===== src/rtl/word_assembler_rx_pkg.sv =====
// Shared framing constants for the word serializer link (TX and RX sides).
// Byte order is MSB first, followed by a single trailer byte.
package word_assembler_rx_pkg;

    localparam int BYTE_W     = 8;
    localparam int WORD_BYTES = 4;
    localparam int WORD_W     = BYTE_W * WORD_BYTES;

    localparam logic [BYTE_W-1:0] TRAILER_DEF   = 8'h01;
    localparam logic [WORD_W-1:0] ADDR_WORD_DEF = 32'h0100_0000;

    typedef enum logic [1:0] {
        ST_IDLE  = 2'd0,
        ST_DATA  = 2'd1,
        ST_TRAIL = 2'd2
    } rx_state_e;

endpackage


===== src/rtl/word_assembler_rx_timeout_timer.sv =====
// Inter-byte idle timer: counts cycles while running, flags expiry at the limit.
// Saturates at the limit so a held expiry cannot wrap before the FSM reacts.
module rx_timeout_timer #(
    parameter int TO_W           = 16,
    parameter int TIMEOUT_CYCLES = 50000
) (
    input  logic clk,
    input  logic rst_n,
    input  logic clear_i,
    input  logic run_i,
    output logic expire_o
);

    localparam logic [TO_W-1:0] LIMIT = TO_W'(TIMEOUT_CYCLES);

    logic [TO_W-1:0] cnt_q, cnt_d;

    assign expire_o = run_i && (cnt_q == LIMIT);

    always_comb begin
        cnt_d = cnt_q;
        if (clear_i)
            cnt_d = '0;
        else if (run_i && (cnt_q != LIMIT))
            cnt_d = cnt_q + TO_W'(1);
    end

    always_ff @(posedge clk) begin
        if (!rst_n)
            cnt_q <= '0;
        else
            cnt_q <= cnt_d;
    end

endmodule


===== src/rtl/word_assembler_rx.sv =====
// Rebuilds 32-bit words from a UART RX byte stream (4 data bytes MSB first + trailer).
// Emits 1-cycle strobes for good words, bad trailers and inter-byte timeouts.
module word_assembler_rx
    import word_assembler_rx_pkg::*;
#(
    parameter logic [BYTE_W-1:0] TRAILER        = TRAILER_DEF,
    parameter logic [WORD_W-1:0] ADDR_WORD      = ADDR_WORD_DEF,
    parameter int                TIMEOUT_CYCLES = 50000,
    parameter int                TO_W           = 16
) (
    input  logic              clk,
    input  logic              rst_n,
    input  logic [BYTE_W-1:0] rx_data,
    input  logic              rx_valid,
    output logic [WORD_W-1:0] data_out,
    output logic              data_valid,
    output logic              addr_hit,
    output logic              frame_err,
    output logic              timeout_err,
    output logic              busy
);

    localparam logic [2:0] LAST_DATA_CNT = 3'(WORD_BYTES - 1);

    rx_state_e         state_q, state_d;
    logic [2:0]        cnt_q, cnt_d;
    logic [WORD_W-1:0] sr_q, sr_d;
    logic [WORD_W-1:0] data_q, data_d;
    logic              dv_q, dv_d;
    logic              ah_q, ah_d;
    logic              fe_q, fe_d;
    logic              to_q, to_d;
    logic              expire;

    rx_timeout_timer #(
        .TO_W           (TO_W),
        .TIMEOUT_CYCLES (TIMEOUT_CYCLES)
    ) u_timer (
        .clk      (clk),
        .rst_n    (rst_n),
        .clear_i  (rx_valid || (state_q == ST_IDLE)),
        .run_i    (state_q != ST_IDLE),
        .expire_o (expire)
    );

    // A byte arriving in the expiry cycle takes priority over the timeout.
    always_comb begin
        state_d = state_q;
        cnt_d   = cnt_q;
        sr_d    = sr_q;
        data_d  = data_q;
        dv_d    = 1'b0;
        ah_d    = 1'b0;
        fe_d    = 1'b0;
        to_d    = 1'b0;
        unique case (state_q)
            ST_IDLE: begin
                if (rx_valid) begin
                    sr_d    = {sr_q[WORD_W-BYTE_W-1:0], rx_data};
                    cnt_d   = 3'd1;
                    state_d = ST_DATA;
                end
            end
            ST_DATA: begin
                if (rx_valid) begin
                    sr_d  = {sr_q[WORD_W-BYTE_W-1:0], rx_data};
                    cnt_d = cnt_q + 3'd1;
                    if (cnt_q == LAST_DATA_CNT)
                        state_d = ST_TRAIL;
                end else if (expire) begin
                    to_d    = 1'b1;
                    cnt_d   = 3'd0;
                    state_d = ST_IDLE;
                end
            end
            ST_TRAIL: begin
                if (rx_valid) begin
                    if (rx_data == TRAILER) begin
                        data_d = sr_q;
                        dv_d   = 1'b1;
                        ah_d   = (sr_q == ADDR_WORD);
                    end else begin
                        fe_d   = 1'b1;
                    end
                    cnt_d   = 3'd0;
                    state_d = ST_IDLE;
                end else if (expire) begin
                    to_d    = 1'b1;
                    cnt_d   = 3'd0;
                    state_d = ST_IDLE;
                end
            end
            default: begin
                cnt_d   = 3'd0;
                state_d = ST_IDLE;
            end
        endcase
    end

    always_ff @(posedge clk) begin
        if (!rst_n) begin
            state_q <= ST_IDLE;
            cnt_q   <= 3'd0;
            sr_q    <= '0;
            data_q  <= '0;
            dv_q    <= 1'b0;
            ah_q    <= 1'b0;
            fe_q    <= 1'b0;
            to_q    <= 1'b0;
        end else begin
            state_q <= state_d;
            cnt_q   <= cnt_d;
            sr_q    <= sr_d;
            data_q  <= data_d;
            dv_q    <= dv_d;
            ah_q    <= ah_d;
            fe_q    <= fe_d;
            to_q    <= to_d;
        end
    end

    assign data_out    = data_q;
    assign data_valid  = dv_q;
    assign addr_hit    = ah_q;
    assign frame_err   = fe_q;
    assign timeout_err = to_q;
    assign busy        = (state_q != ST_IDLE);

endmodule


===== config.mk =====
export PLATFORM = sky130hd
export DESIGN_NAME = word_assembler_rx
export DESIGN_NICKNAME = d
export VERILOG_FILES = /design/src/rtl/word_assembler_rx_pkg.sv /design/src/rtl/word_assembler_rx_timeout_timer.sv /design/src/rtl/word_assembler_rx.sv
export SDC_FILE = /design/constraint.sdc
export NUM_CORES = 1
export LEC_CHECK = 0
export ABC_AREA = 1
export CORE_MARGIN = 1.5
export CORE_UTILIZATION = 59
export DETAILED_ROUTE_END_ITERATION = 10
export PLACE_DENSITY = 0.84
export REMOVE_ABC_BUFFERS = 1
export SLEW_MARGIN = 20
export SYNTH_ARGS = -nofsm -noshare
export SYNTH_HDL_FRONTEND = slang
export SYNTH_SLANG_ARGS = --single-unit

===== constraint.sdc =====
create_clock -name clk -period 4.4 [get_ports clk]
set_input_delay 0.44 -clock clk [delete_from_list [all_inputs] [get_ports clk]]
set_output_delay 0.44 -clock clk [all_outputs]
set_load 0.005 [all_outputs]

==> results of run 1 <==
[layout make-up]
class                      instances  area share (%)
clock buffer                      10            3.13
clock inverter                     6            2.05
inverter                          49            4.27
multi-input combinational        327            36.9
sequential                        89            40.5
tap                               75            2.13
timing repair buffer              49            11.0
[routing by layer]
metal  up-vias  wire length (um)  track usage, %  part of all wire (%)
met5         -                 0               0                     0
met1      1548              3540            31.4                    43
met3        14               419            4.73                   5.0
met4         0               106            11.0                   1.3
li1       1662                 -               -                     -
met2        86              4250            45.3                    51
[worst max-delay path by stage]
| stage | start | end | slack (ps) | cells past startpoint |
|---|---|---|---|---|
| after CTS | rx_data[6] | data_out[19] | 1670 | 8 |
| after detailed placement | rx_data[6] | data_out[19] | 1310 | 8 |
| after floorplan | rx_data[6] | data_out[12] | 2490 | 7 |
| after global placement | rx_data[6] | data_out[19] | 1460 | 8 |
| final | rx_data[6] | data_out[8] | 1720 | 8 |
| after global routing | rx_data[0] | data_out[14] | 1420 | 9 |
[metrics by stage]
stage / power [mW] / std cells / setup slack [ps] / hold slack [ps]
after floorplan: 1.08 / 465 / 2490 / 447
after global placement: 1.16 / 589 / 1460 / 462
after detailed placement: 1.17 / 589 / 1310 / 483
after CTS: 1.79 / 605 / 1670 / 495
after global routing: 1.87 / 605 / 1420 / 522
final: 1.79 / 605 / 1720 / 496
[critical path, cell delays in order]
cell,delay (ps)
clkdlybuf4s50_1,450
nor2_1,140
nand2_1,80
nor2_2,130
nand3_1,610
inv_2,790
o21ai_0,190
nor2_1,150
[cell families (layout without fill, tap and decap cells)]
kind of cell | count (synthesis) | in the layout
simple gates | 188 | 188
compound gates | 129 | 129
flops | 89 | 89
buf+inv | 71 | 114
fa+ha+maj | 8 | 8
xor+xnor | 2 | 2
[registers in the layout, indices dropped and copies added (netlist names)]
| name | cells |
|---|---|
| addr_hit | 1 |
| cnt_q | 3 |
| data_out | 32 |
| data_valid | 1 |
| frame_err | 1 |
| sr_q | 32 |
| state_q | 2 |
| timeout_err | 1 |
| u_timer.cnt_q | 16 |
[where the power goes]
part           leakage (nW)  internal, mW  total (mW)  switching [mW]
sequential            0.724         0.864       0.914          0.0499
combinational         0.893        0.0814       0.245           0.164
clock                 0.113         0.337       0.627           0.290
[Yosys cell counts (3+ instances only)]
master    number  area share (%)
nor2_1        94             9.5
buf_2          9             1.2
nand2_1       48             4.8
nand4_1        4            0.67
nand2_2        4            0.67
ha_1           8             2.7
clkbuf_1       8            0.81
o21ai_1       11             1.5
dfxtp_1       89              48
nor3_2         3            0.81
buf_4          4            0.81
a21oi_1       51             6.9
nor4_1         8             1.3
inv_2          5            0.50
o21ai_0       63             8.5
nand3_1       11             1.5
inv_1         42             4.2
nor3_1         3            0.40
nor2_2         7             1.2
==> metrics.cfg, run 1 <==
[route]
wire_per_inst_um = 13.7
wirelength_um = 8320
viasPerCell = 5.47
drt_iter0_drc = 202
vias = 3310
drc_errors = 0
drt_first_pass_iters = 4
ant_nets = 0

[synthesis]
netlist_area_um2 = 3720
synthMuxAreaShare_pct = 0
synth_compound_area_share_pct = 17.6
ys.flop_type = dfxtp_1
post_synth_and_or_nand_nor_area_fraction_pct = 22.9
yosysWarnings = 0
ys_ff_latch = 89
async_reset_ff_share_pct = 0
netlist_instances = 487
synth_top_family_by_area = simple AND/OR/NAND/NOR gates
post_synth_num_cell_types = 31
yosys.area_share.xor_xnor_pct = 0.471
synthAdderAreaFrac_pct = 2.69
ys_seq_area_share_pct = 47.9
postSynthAreaPerCell_um2 = 7.63
synth_edf_count = 0

[flow_run]
maxCapViolCount = 0

[cells_and_area]
finalNetCount = 544
post-route-util_pct = 73.4
area_growth_pct = 18.3
antennaDiodeCount = 0
seqCellArea_um2 = 1780
final_common_cell = nor2_1
drive_gt1_share_pct = 8.68
fillCellCount = 473
mostFrequentLayoutCells = nor2_1, dfxtp_1, o21ai_0, a21oi_1, nand2_1
multi_input_area_um2 = 1620
fin_area_um2 = 4400

[place]
gp_congestion = 0.896
placed_area_um2 = 4170
dp_hpwl_um = 5730
portBuffers = 47

[global_route]
antenna_found_initial = 0
grt_max_degree = 66
grt_pass1_vias = 3059
grt_overflow = 0
grt_pass1_wl_um = 13600
track_usage_pct = 26.1

[timing]
slew_viol_final = 0
rsz0062_at_grt = false
fin_skew_ps = 6.78
setup_viol = 0
finalCriticalPeriod_ps = 2680
max_slew_margin_pct = 41.3
post-route-period-util_pct = 61.0
setup-tns-final_ps = 0
tightest_slew_ps = 878
timing.fmax_mhz = 373
hold_viol = 0

[critical_path]
critPathMaxFanout = 45
r2r_cells = 6
critPathKind = in2reg
arrival_ps = 2970
start_kind = input port
r2r-end = data_out[8]
required_ps = 4680
rr_startpoint = state_q[0]
r2r_setup_slack_ps = 1890
crit_path_end_kind = flop

[floorplanning]
die_x_um = 82.4
core_um2 = 5990
start_util_pct = 62.1
std_cell_rows = 28
fp.dieH_um = 82.4
dieArea_um2 = 6790
ioPinCount = 48

[cts]
path_clk_slew_ps = 80
cts_max_level = 3
post_cts_buffers = 0
post_cts_resized = 0
clockRootBuffer = clkbuf_8
clock_latency_ps = 350
holdBufCountCts = 0
cts.path.max_buffers = 2
cts_tree = yes
cts.sinks = 89
numCtsBuffers = 9

[worst_hold_path]
hold_path_end = u_timer.cnt_q[15]
whs_path_depth = 2
min_path_type = reg2reg
hp-start = u_timer.cnt_q[15]

[power]
p_leak_nw = 1.73
peakVddDrop_mv = 0.271
pwr_density_cell_nw_per_um2 = 406

[run_status]
outcome = completed

Note: power is estimated with default switching activity, not from simulation.
==> run 2, diff against run 1 <==
- CORE_UTILIZATION: 59 -> 55
- PLACE_DENSITY: 0.84 -> 0.79
- clock period: 4.4 -> 2.5 ns (I/O delays scaled with it)
==> run 2 against run 1 <==
Against the previous run: combinational power is 74% higher; first-iteration DRC count is 9.4% lower; utilization is 4.8 points lower; via count is 1.5% lower; setup slack worse by 1400 ps; global-route usage is 2.2 points lower; routed wire length is 0.71% lower; final area is 0.26% higher; register-to-register slack worse by 1200 ps; critical path depth is 4 lower; largest cell class unchanged; highest routed layer unchanged.
==> metrics.cfg, run 2 (same netlist as run 1, synthesis figures left out) <==
[timing]
setup_viol = 0  ; unchanged
tightest_slew_ps = 499  ; was 878 ps
setup-tns-final_ps = 0  ; unchanged
fin_ws_ps = 331  ; was 1720 ps
fin_skew_ps = 8.37  ; was 6.78 ps
rsz0062_at_grt = false  ; unchanged
finalCriticalPeriod_ps = 2170
post-route-period-util_pct = 86.8
slew_viol_final = 0  ; unchanged
hold_viol = 0  ; unchanged
max_slew_margin_pct = 66.8  ; was 41.3%
timing.fmax_mhz = 461

[cts]
numCtsBuffers = 9  ; unchanged
cts_tree = yes  ; unchanged
clock_latency_ps = 350  ; about the same
cts.path.max_buffers = 2  ; unchanged
cts_max_level = 3  ; unchanged
post_cts_resized = 0  ; unchanged
cts.sinks = 89  ; unchanged
clockRootBuffer = clkbuf_8  ; unchanged
path_clk_slew_ps = 90  ; was 80 ps
post_cts_buffers = 0  ; unchanged
holdBufCountCts = 0  ; unchanged

[critical_path]
r2r_cells = 9  ; was 6
cp.depth = 4  ; was 8
arrival_ps = 1920  ; was 2970 ps
critPathMaxStageDelay_ps = 540  ; was 790 ps
cp_cell_sequence = inv_1 > ha_1 > inv_1 > clkdlybuf4s50_1  ; was clkdlybuf4s50_1 > nor2_1 > nand2_1 > nor2_2 > nand3_1 > inv_2 > o21ai_0 > nor2_1
timing.critical_path.buf_inv = 3  ; was 2
crit_path_end_kind = primary output  ; was flop
critPathMaxFanout = 6  ; was 45
required_ps = 2250  ; was 4680 ps
critPathKind = reg2out  ; was in2reg
start_kind = flop  ; was input port
crit_top_cell = inv_1  ; was nor2_1
cp_slowest_cell = clkdlybuf4s50_1  ; was inv_2
crit_family = buffers and inverters  ; unchanged

[cells_and_area]
antennaDiodeCount = 0  ; unchanged
drive_gt1_share_pct = 9.19  ; was 8.68%
mostFrequentLayoutCells = nor2_1, dfxtp_1, o21ai_0, a21oi_1, nand2_1  ; unchanged
area_growth_pct = 18.6  ; was 18.3%
fillCellCount = 546  ; was 473
final_common_cell = nor2_1  ; unchanged
finalNetCount = 547  ; was 544

[place]
portBuffers = 47  ; unchanged
dp_hpwl_um = 5690  ; was 5730 um
pre_cts_slack_ps = 527  ; was 1310 ps
gp_congestion = 0.842  ; was 0.896

[floorplanning]
std_cell_rows = 29  ; was 28
start_util_pct = 57.9  ; was 62.1%
dieArea_um2 = 7260  ; was 6790 um^2
die_x_um = 85.2  ; was 82.4 um
ioPinCount = 48  ; unchanged
core_um2 = 6420  ; was 5990 um^2
fp.dieH_um = 85.2  ; was 82.4 um

[route]
ant_nets = 0  ; unchanged
drt_iter0_drc = 183  ; was 202
vias = 3261  ; was 3310
wirelength_um = 8260  ; was 8320 um
drc_errors = 0  ; unchanged
wire_per_inst_um = 13.5  ; was 13.7 um
drt_first_pass_iters = 5  ; was 4
viasPerCell = 5.35  ; was 5.47

[worst_hold_path]
min_path_type = in2reg  ; was reg2reg
whs_path_depth = 3  ; was 2

[flow_run]
maxCapViolCount = 0  ; unchanged

[global_route]
grt_overflow = 0  ; unchanged
grt_max_degree = 66  ; unchanged
grt_pass1_wl_um = 13800  ; was 13600 um
track_usage_pct = 23.9  ; was 26.1%
antenna_found_initial = 0  ; unchanged
grt_pass1_vias = 2977  ; was 3059

[power]
p_leak_nw = 1.74  ; was 1.73 nW
peakVddDrop_mv = 0.479  ; was 0.271 mV
pwr_density_cell_nw_per_um2 = 687  ; was 406 nW/um^2

[run_status]
outcome = completed  ; unchanged

==> run 2: cell count changes in the layout (fill, tap and decap cells not counted), sizes merged <==
cell and delta:
buf +3, clkinv +1, inv +1, clkbuf -1, bufinv -1
==> run 2: worst paths after layout <==
kind                     start           endpoint  slack, ps
max                 state_q[0]               busy        330
max reg2reg         state_q[0]         state_q[1]        710
min reg2reg  u_timer.cnt_q[15]  u_timer.cnt_q[15]        500
min                 rx_data[0]            sr_q[0]        470
==> run 2: worst min-delay path, delay by kind of cell <==
family          cells  cell delay [ps]
buf+inv             2              460
compound gates      1               60
==> run 2: power by group <==
group | switching, mW | leakage (nW) | total (mW) | internal [mW]
Combinational | 0.281 | 0.911 | 0.426 | 0.145
Sequential | 0.0937 | 0.724 | 1.61 | 1.52
Clock | 0.520 | 0.100 | 0.991 | 0.471
Total | 0.895 | 1.74 | 3.03 | 2.14
==> run 2: cell type report <==
class / count / area (um^2) / area share [%]
Clock inverter: 7 / 77.6 / 1.76
Sequential cell: 89 / 1780 / 40.4
Tap cell: 77 / 96.3 / 2.18
Clock buffer: 9 / 124 / 2.81
Timing Repair Buffer: 52 / 520 / 11.8
Inverter: 49 / 188 / 4.26
Multi-Input combinational cell: 327 / 1620 / 36.8
==> run 2: routing by layer <==
layer  part of all wire, %  vias up  track usage (%)
met2                    49       85             40.7
met1                    45     1494             30.2
met4                   1.3        0             8.49
li1                      -     1671                -
met3                   4.1       11             4.47
met5                     0        -                0
==> run 2: metrics by stage <==
stage,utilization (%),std cells,power [mW],hold WS (ps),cell area (um^2)
floorplan,-,465,1.90,382,3590
global placement,65.5,594,2.05,462,4210
detailed placement,65.5,594,2.06,476,4210
CTS,68.7,610,3.03,461,4410
global route,68.7,610,3.19,488,4410
finish,68.7,610,3.03,467,4410
==> run 3, diff against run 2 <==
- CTS_CLUSTER_SIZE: not set -> 25
==> results of run 3 <==
The final DEF is identical to that of run 2; final timing and power are the same.
